==> config.mk <==
export PLATFORM = sky130hd
export DESIGN_NAME = decim2_filter
export DESIGN_NICKNAME = d
export VERILOG_FILES = /design/src/rtl/decim2_pkg.sv /design/src/rtl/decim2_mac.sv /design/src/rtl/decim2_filter.sv
export SDC_FILE = /design/constraint.sdc
export NUM_CORES = 1
export LEC_CHECK = 0
export CAP_MARGIN = 20
export CELL_PAD_IN_SITES_DETAIL_PLACEMENT = 0
export CELL_PAD_IN_SITES_GLOBAL_PLACEMENT = 1
export CORE_UTILIZATION = 45
export CTS_CLUSTER_SIZE = 24
export DETAILED_ROUTE_END_ITERATION = 12
export GPL_ROUTABILITY_DRIVEN = 0
export HOLD_SLACK_MARGIN = 0.03
export PLACE_DENSITY = 0.71
export SKIP_LAST_GASP = 1
export SLEW_MARGIN = 20
export SYNTH_ARGS = -nofsm -noshare
export SYNTH_HDL_FRONTEND = slang
export SYNTH_HIERARCHICAL = 1
export SYNTH_SLANG_ARGS = --single-unit
==> constraint.sdc <==
create_clock -name clk -period 16.2 [get_ports clk]
set_input_delay 3.24 -clock clk [delete_from_list [all_inputs] [get_ports clk]]
set_output_delay 3.24 -clock clk [all_outputs]
set_load 0.05 [all_outputs]
==> src/rtl/decim2_pkg.sv <==
// Shared constants and types for the 2:1 horizontal decimator.
// Optional clip counter is enabled with DECIM2_CLIPCNT_EN (see decim2_filter).
package decim2_pkg;

  localparam int C0    = -12;
  localparam int C1    = 76;
  localparam int C2    = 76;
  localparam int C3    = -12;
  localparam int SHIFT = 7;
  localparam int ROUND = 64;

  typedef enum logic [1:0] {
    IDLE  = 2'd0,
    RUN   = 2'd1,
    FLUSH = 2'd2
  } decim2_state_e;

endpackage

==> src/rtl/decim2_mac.sv <==
// Combinational 4-tap symmetric MAC with rounding, arithmetic shift and clip
// to the unsigned sample range; clipped flags either saturation direction.
module decim2_mac
  import decim2_pkg::*;
#(
  parameter int DATA_W = 8
) (
  input  logic [DATA_W-1:0] a,
  input  logic [DATA_W-1:0] b,
  input  logic [DATA_W-1:0] c,
  input  logic [DATA_W-1:0] d,
  output logic [DATA_W-1:0] y,
  output logic              clipped
);

  localparam int ACC_W = DATA_W + 10;
  localparam logic signed [ACC_W-1:0] K0   = ACC_W'(C0);
  localparam logic signed [ACC_W-1:0] K1   = ACC_W'(C1);
  localparam logic signed [ACC_W-1:0] K2   = ACC_W'(C2);
  localparam logic signed [ACC_W-1:0] K3   = ACC_W'(C3);
  localparam logic signed [ACC_W-1:0] RND  = ACC_W'(ROUND);
  localparam logic signed [ACC_W-1:0] MAXV = ACC_W'((1 << DATA_W) - 1);

  function automatic logic signed [ACC_W-1:0] ext(input logic [DATA_W-1:0] v);
    return signed'({{(ACC_W-DATA_W){1'b0}}, v});
  endfunction

  logic signed [ACC_W-1:0] acc;
  logic signed [ACC_W-1:0] rnd;

  always_comb begin
    acc     = K0 * ext(a) + K1 * ext(b) + K2 * ext(c) + K3 * ext(d);
    rnd     = (acc + RND) >>> SHIFT;
    y       = rnd[DATA_W-1:0];
    clipped = 1'b0;
    if (rnd[ACC_W-1]) begin
      y       = '0;
      clipped = 1'b1;
    end else if (rnd > MAXV) begin
      y       = '1;
      clipped = 1'b1;
    end
  end

endmodule

==> src/rtl/decim2_filter.sv <==
// Streaming 2:1 horizontal decimator, clamp-to-edge at both line ends.
// Define DECIM2_CLIPCNT_EN to add the saturating clip_count output.
module decim2_filter
  import decim2_pkg::*;
#(
  parameter int DATA_W = 8
`ifdef DECIM2_CLIPCNT_EN
  , parameter int CLIPCNT_W = 16
`endif
) (
  input  logic                 clk,
  input  logic                 rst,
  input  logic [DATA_W-1:0]    in_data,
  input  logic                 in_valid,
  input  logic                 in_last,
  output logic                 in_ready,
  output logic [DATA_W-1:0]    out_data,
  output logic                 out_valid,
  output logic                 out_last,
  input  logic                 out_ready,
`ifdef DECIM2_CLIPCNT_EN
  output logic [CLIPCNT_W-1:0] clip_count,
`endif
  output decim2_state_e        state
);

  // Handshake: a beat transfers on a rising edge where valid && ready; the
  // output register holds out_data/out_last while out_valid && !out_ready.

  decim2_state_e     state_d;
  logic [DATA_W-1:0] w0, w1, w2;
  logic              odd_next;
  logic              adv, accept, emit;
  logic [DATA_W-1:0] mac_c, mac_d, mac_y;
  logic              mac_clip;

  always_comb begin
    adv      = !out_valid || out_ready;
    in_ready = (state != FLUSH) && adv;
    accept   = in_valid && in_ready;
    state_d  = state;
    emit     = 1'b0;
    mac_c    = w2;
    mac_d    = in_data;
    case (state)
      IDLE: if (accept) state_d = in_last ? FLUSH : RUN;
      RUN: begin
        if (accept) begin
          emit = !odd_next;
          if (in_last) state_d = FLUSH;
        end
      end
      FLUSH: begin
        // Odd-length line ends on an even sample (w1); even-length on w2.
        mac_c = odd_next ? w1 : w2;
        mac_d = odd_next ? w1 : w2;
        if (adv) begin
          emit    = 1'b1;
          state_d = IDLE;
        end
      end
      default: state_d = IDLE;
    endcase
  end

  decim2_mac #(.DATA_W(DATA_W)) u_mac (
    .a       (w0),
    .b       (w1),
    .c       (mac_c),
    .d       (mac_d),
    .y       (mac_y),
    .clipped (mac_clip)
  );

  always_ff @(posedge clk or posedge rst) begin
    if (rst) state <= IDLE;
    else     state <= state_d;
  end

  always_ff @(posedge clk or posedge rst) begin
    if (rst) begin
      w0       <= '0;
      w1       <= '0;
      w2       <= '0;
      odd_next <= 1'b0;
    end else if (accept) begin
      if (state == IDLE) begin
        w0       <= in_data;
        w1       <= in_data;
        odd_next <= 1'b1;
      end else begin
        if (odd_next) begin
          w2 <= in_data;
        end else begin
          w0 <= w2;
          w1 <= in_data;
        end
        odd_next <= !odd_next;
      end
    end
  end

`ifdef DECIM2_CLIPCNT_EN
  logic out_clip;
`endif

  always_ff @(posedge clk or posedge rst) begin
    if (rst) begin
      out_valid <= 1'b0;
      out_last  <= 1'b0;
      out_data  <= '0;
`ifdef DECIM2_CLIPCNT_EN
      out_clip  <= 1'b0;
`endif
    end else if (emit) begin
      out_valid <= 1'b1;
      out_last  <= (state == FLUSH);
      out_data  <= mac_y;
`ifdef DECIM2_CLIPCNT_EN
      out_clip  <= mac_clip;
`endif
    end else if (out_ready) begin
      out_valid <= 1'b0;
    end
  end

`ifdef DECIM2_CLIPCNT_EN
  always_ff @(posedge clk or posedge rst) begin
    if (rst) clip_count <= '0;
    else if (out_valid && out_ready && out_clip && (clip_count != '1))
      clip_count <= clip_count + 1'b1;
  end
`else
  logic unused_clip;
  assign unused_clip = mac_clip;
`endif

endmodule

==> flow_metrics.env <==
export IMPL_status="complete, no violations"
export IMPL_synth_cells=503
export IMPL_required_ns=16.37
export IMPL_drive_above_1_share_pct=13.02
export IMPL_fp_dieH_um=109.9
export IMPL_cap_violations=0
export IMPL_drt_first_iter_violations=146
export IMPL_fin_setup_tns_ns=0
export IMPL_utilization_pct=50.76
export IMPL_antenna_found_initial=0
export IMPL_ant_nets=0
export IMPL_setup_slack_ns=7.109
export IMPL_crit_path_frequent_cell="ha_1"
export IMPL_clock_skew_ns=0.005228
export IMPL_worst_pin_slew_ns=0.8582
export IMPL_rsz0062_at_grt="no"
export IMPL_numPortBuffers=25
export IMPL_cts_hold_buf=0
export IMPL_finalNonFillerCells=673
export IMPL_critPathBufInv=5
export IMPL_dieArea_um2=12070
export IMPL_detailed_place_hpwl_um=9031
export IMPL_num_vias=3556
export IMPL_worstSkewPairLatency_ns=0.29
export IMPL_crit_family="adder cells"
export IMPL_initial_core_util_pct=46.07
export IMPL_wire_per_inst_um=15.75
export IMPL_crit_path_start_kind="input port"
export IMPL_critPathMaxStageDelay_ns=0.52
export IMPL_nets=684
export IMPL_post_cts_resized=0
export IMPL_yosysWarnings=6
export IMPL_slew_viol_final=0
export IMPL_hold_path_class="reg -> reg"
export IMPL_critPathKind="in -> reg"
export IMPL_placed_cells=665
export IMPL_io_pins=26
export IMPL_clk_pin_slew_worst_paths_ns=0.05
export IMPL_cts_num_sinks=37
export IMPL_num_rows=39
export IMPL_hold_viol=0
export IMPL_cts_tree="done"
export IMPL_cts_setup_buffers=0
export IMPL_cp_arrival_ns=9.26
export IMPL_area_delta_synth_final_pct=10.20
export IMPL_cts_buffers=5
export IMPL_grt_pass1_vias=3798
export IMPL_grt_pass1_wl_um=18240
export IMPL_setup_viol=0
export IMPL_synth_fp_nets=658
export IMPL_drc_errors=0
export IMPL_crit_path_end_kind="flop"
export IMPL_wirelength_um=10600
export IMPL_grt_usage_pct=20.06
export IMPL_fmax_mhz=110.0
export IMPL_cts_buffer_depth=2
export IMPL_grt_max_degree=38
export IMPL_drt_first_pass_iters=4
export IMPL_critPathMaxFanout=8
export IMPL_slowest_stage="clkdlybuf4s50_1"
export IMPL_coreArea_um2=11370
export IMPL_slew_headroom_pct=42.73
export IMPL_syn_area_per_cell_um2=10.41
export IMPL_die_w_um=109.9
export IMPL_fillers=1069
export IMPL_syn_area_um2=5238
export IMPL_period_share_pct=56.12
export IMPL_pre_cts_ws_ns=6.776
export IMPL_viasPerCell=5.284
export IMPL_min_period_ns=9.091
export IMPL_cts_root_buf="clkbuf_16"
export IMPL_antenna_cells=0
export IMPL_htree_num_levels=2
export IMPL_overflow=0
-- sequential cells by signal, indices dropped and copies added (netlist names) --
name	flops
w1	8
out_last	1
w0	8
out_valid	1
odd_next	1
out_data	8
w2	8
state	2
-- cell usage in the layout, fill, tap and decap left out, types with 5 or more instances in the layout --
master,instances
a21boi_0,6
a21o_1,11
a21oi_1,34
clkbuf_16,5
clkdlybuf4s50_1,25
dfrtp_1,37
fa_1,37
ha_1,105
inv_1,68
mux2_2,48
mux2i_1,8
nand2_1,9
nor2_1,21
nor2b_1,5
o21ai_0,8
o21bai_1,13
xnor2_1,20
xor2_1,12
-- worst reg2reg max path, cell delays in order, from the launching register on --
cell	delay [ns]
dfrtp_1	0.43
inv_1	0.13
ha_1	0.15
buf_4	0.27
nand2_1	0.32
mux2_2	0.43
ha_1	0.33
fa_1	0.47
ha_1	0.32
inv_1	0.09
o21bai_1	0.08
a21oi_1	0.22
o21ai_0	0.21
o311ai_0	0.51
fa_1	0.51
ha_1	0.30
ha_1	0.34
and3_1	0.16
a21oi_1	0.20
o21ai_4	0.12
o41ai_4	0.49
a21boi_0	0.18
mux2_2	0.29
-- metal layers --
| layer | up-vias | wire, um | track usage (%) |
|---|---|---|---|
| li1 | 1819 | - | - |
| met1 | 1692 | 5248 | 26.76 |
| met5 | - | 0 | 0 |
| met3 | 5 | 274 | 3.201 |
| met4 | 0 | 91 | 4.000 |
| met2 | 40 | 4985 | 34.15 |
-- worst paths after layout --
check / from / to / slack (ns) / cells past startpoint
setup reg to reg: state[0]$_DFFE_PP0P_ / out_data[0]$_DFFE_PP0P_ / 9.53 / 22
hold / removal: out_data[5]$_DFFE_PP0P_ / out_data[5]$_DFFE_PP0P_ / 0.50 / 1
hold reg to reg: out_data[5]$_DFFE_PP0P_ / out_data[5]$_DFFE_PP0P_ / 0.50 / 1
min in group asynchronous: rst / out_valid$_DFFE_PP0P_ / 3.36 / 3
max in group asynchronous: rst / w2[3]$_DFFE_PP0P_ / 12.47 / 3
setup / recovery: in_data[3] / out_data[0]$_DFFE_PP0P_ / 7.11 / 26
-- final cells by class --
cell class | count | area [um2] | area share [%]
multi-input combinational | 390 | 4008 | 69.43
clock buffer | 6 | 128.9 | 2.233
sequential | 37 | 925.9 | 16.04
tap | 143 | 178.9 | 3.100
timing repair buffer | 27 | 265.3 | 4.596
inverter | 68 | 255.2 | 4.422
clock inverter | 2 | 10.01 | 0.1734
-- stage by stage --
step | area [um2] | hold WS (ns)
3_3_place_gp | 5633 | 0.4923
6_report | 5772 | 0.5045
2_1_floorplan | 5238 | 0.4806
4_1_cts | 5772 | 0.5073
5_1_grt | 5772 | 0.5242
3_5_place_dp | 5633 | 0.4946
Power is not shown: default switching activity piles up to over one toggle a cycle in this logic, so the estimate is an artifact.
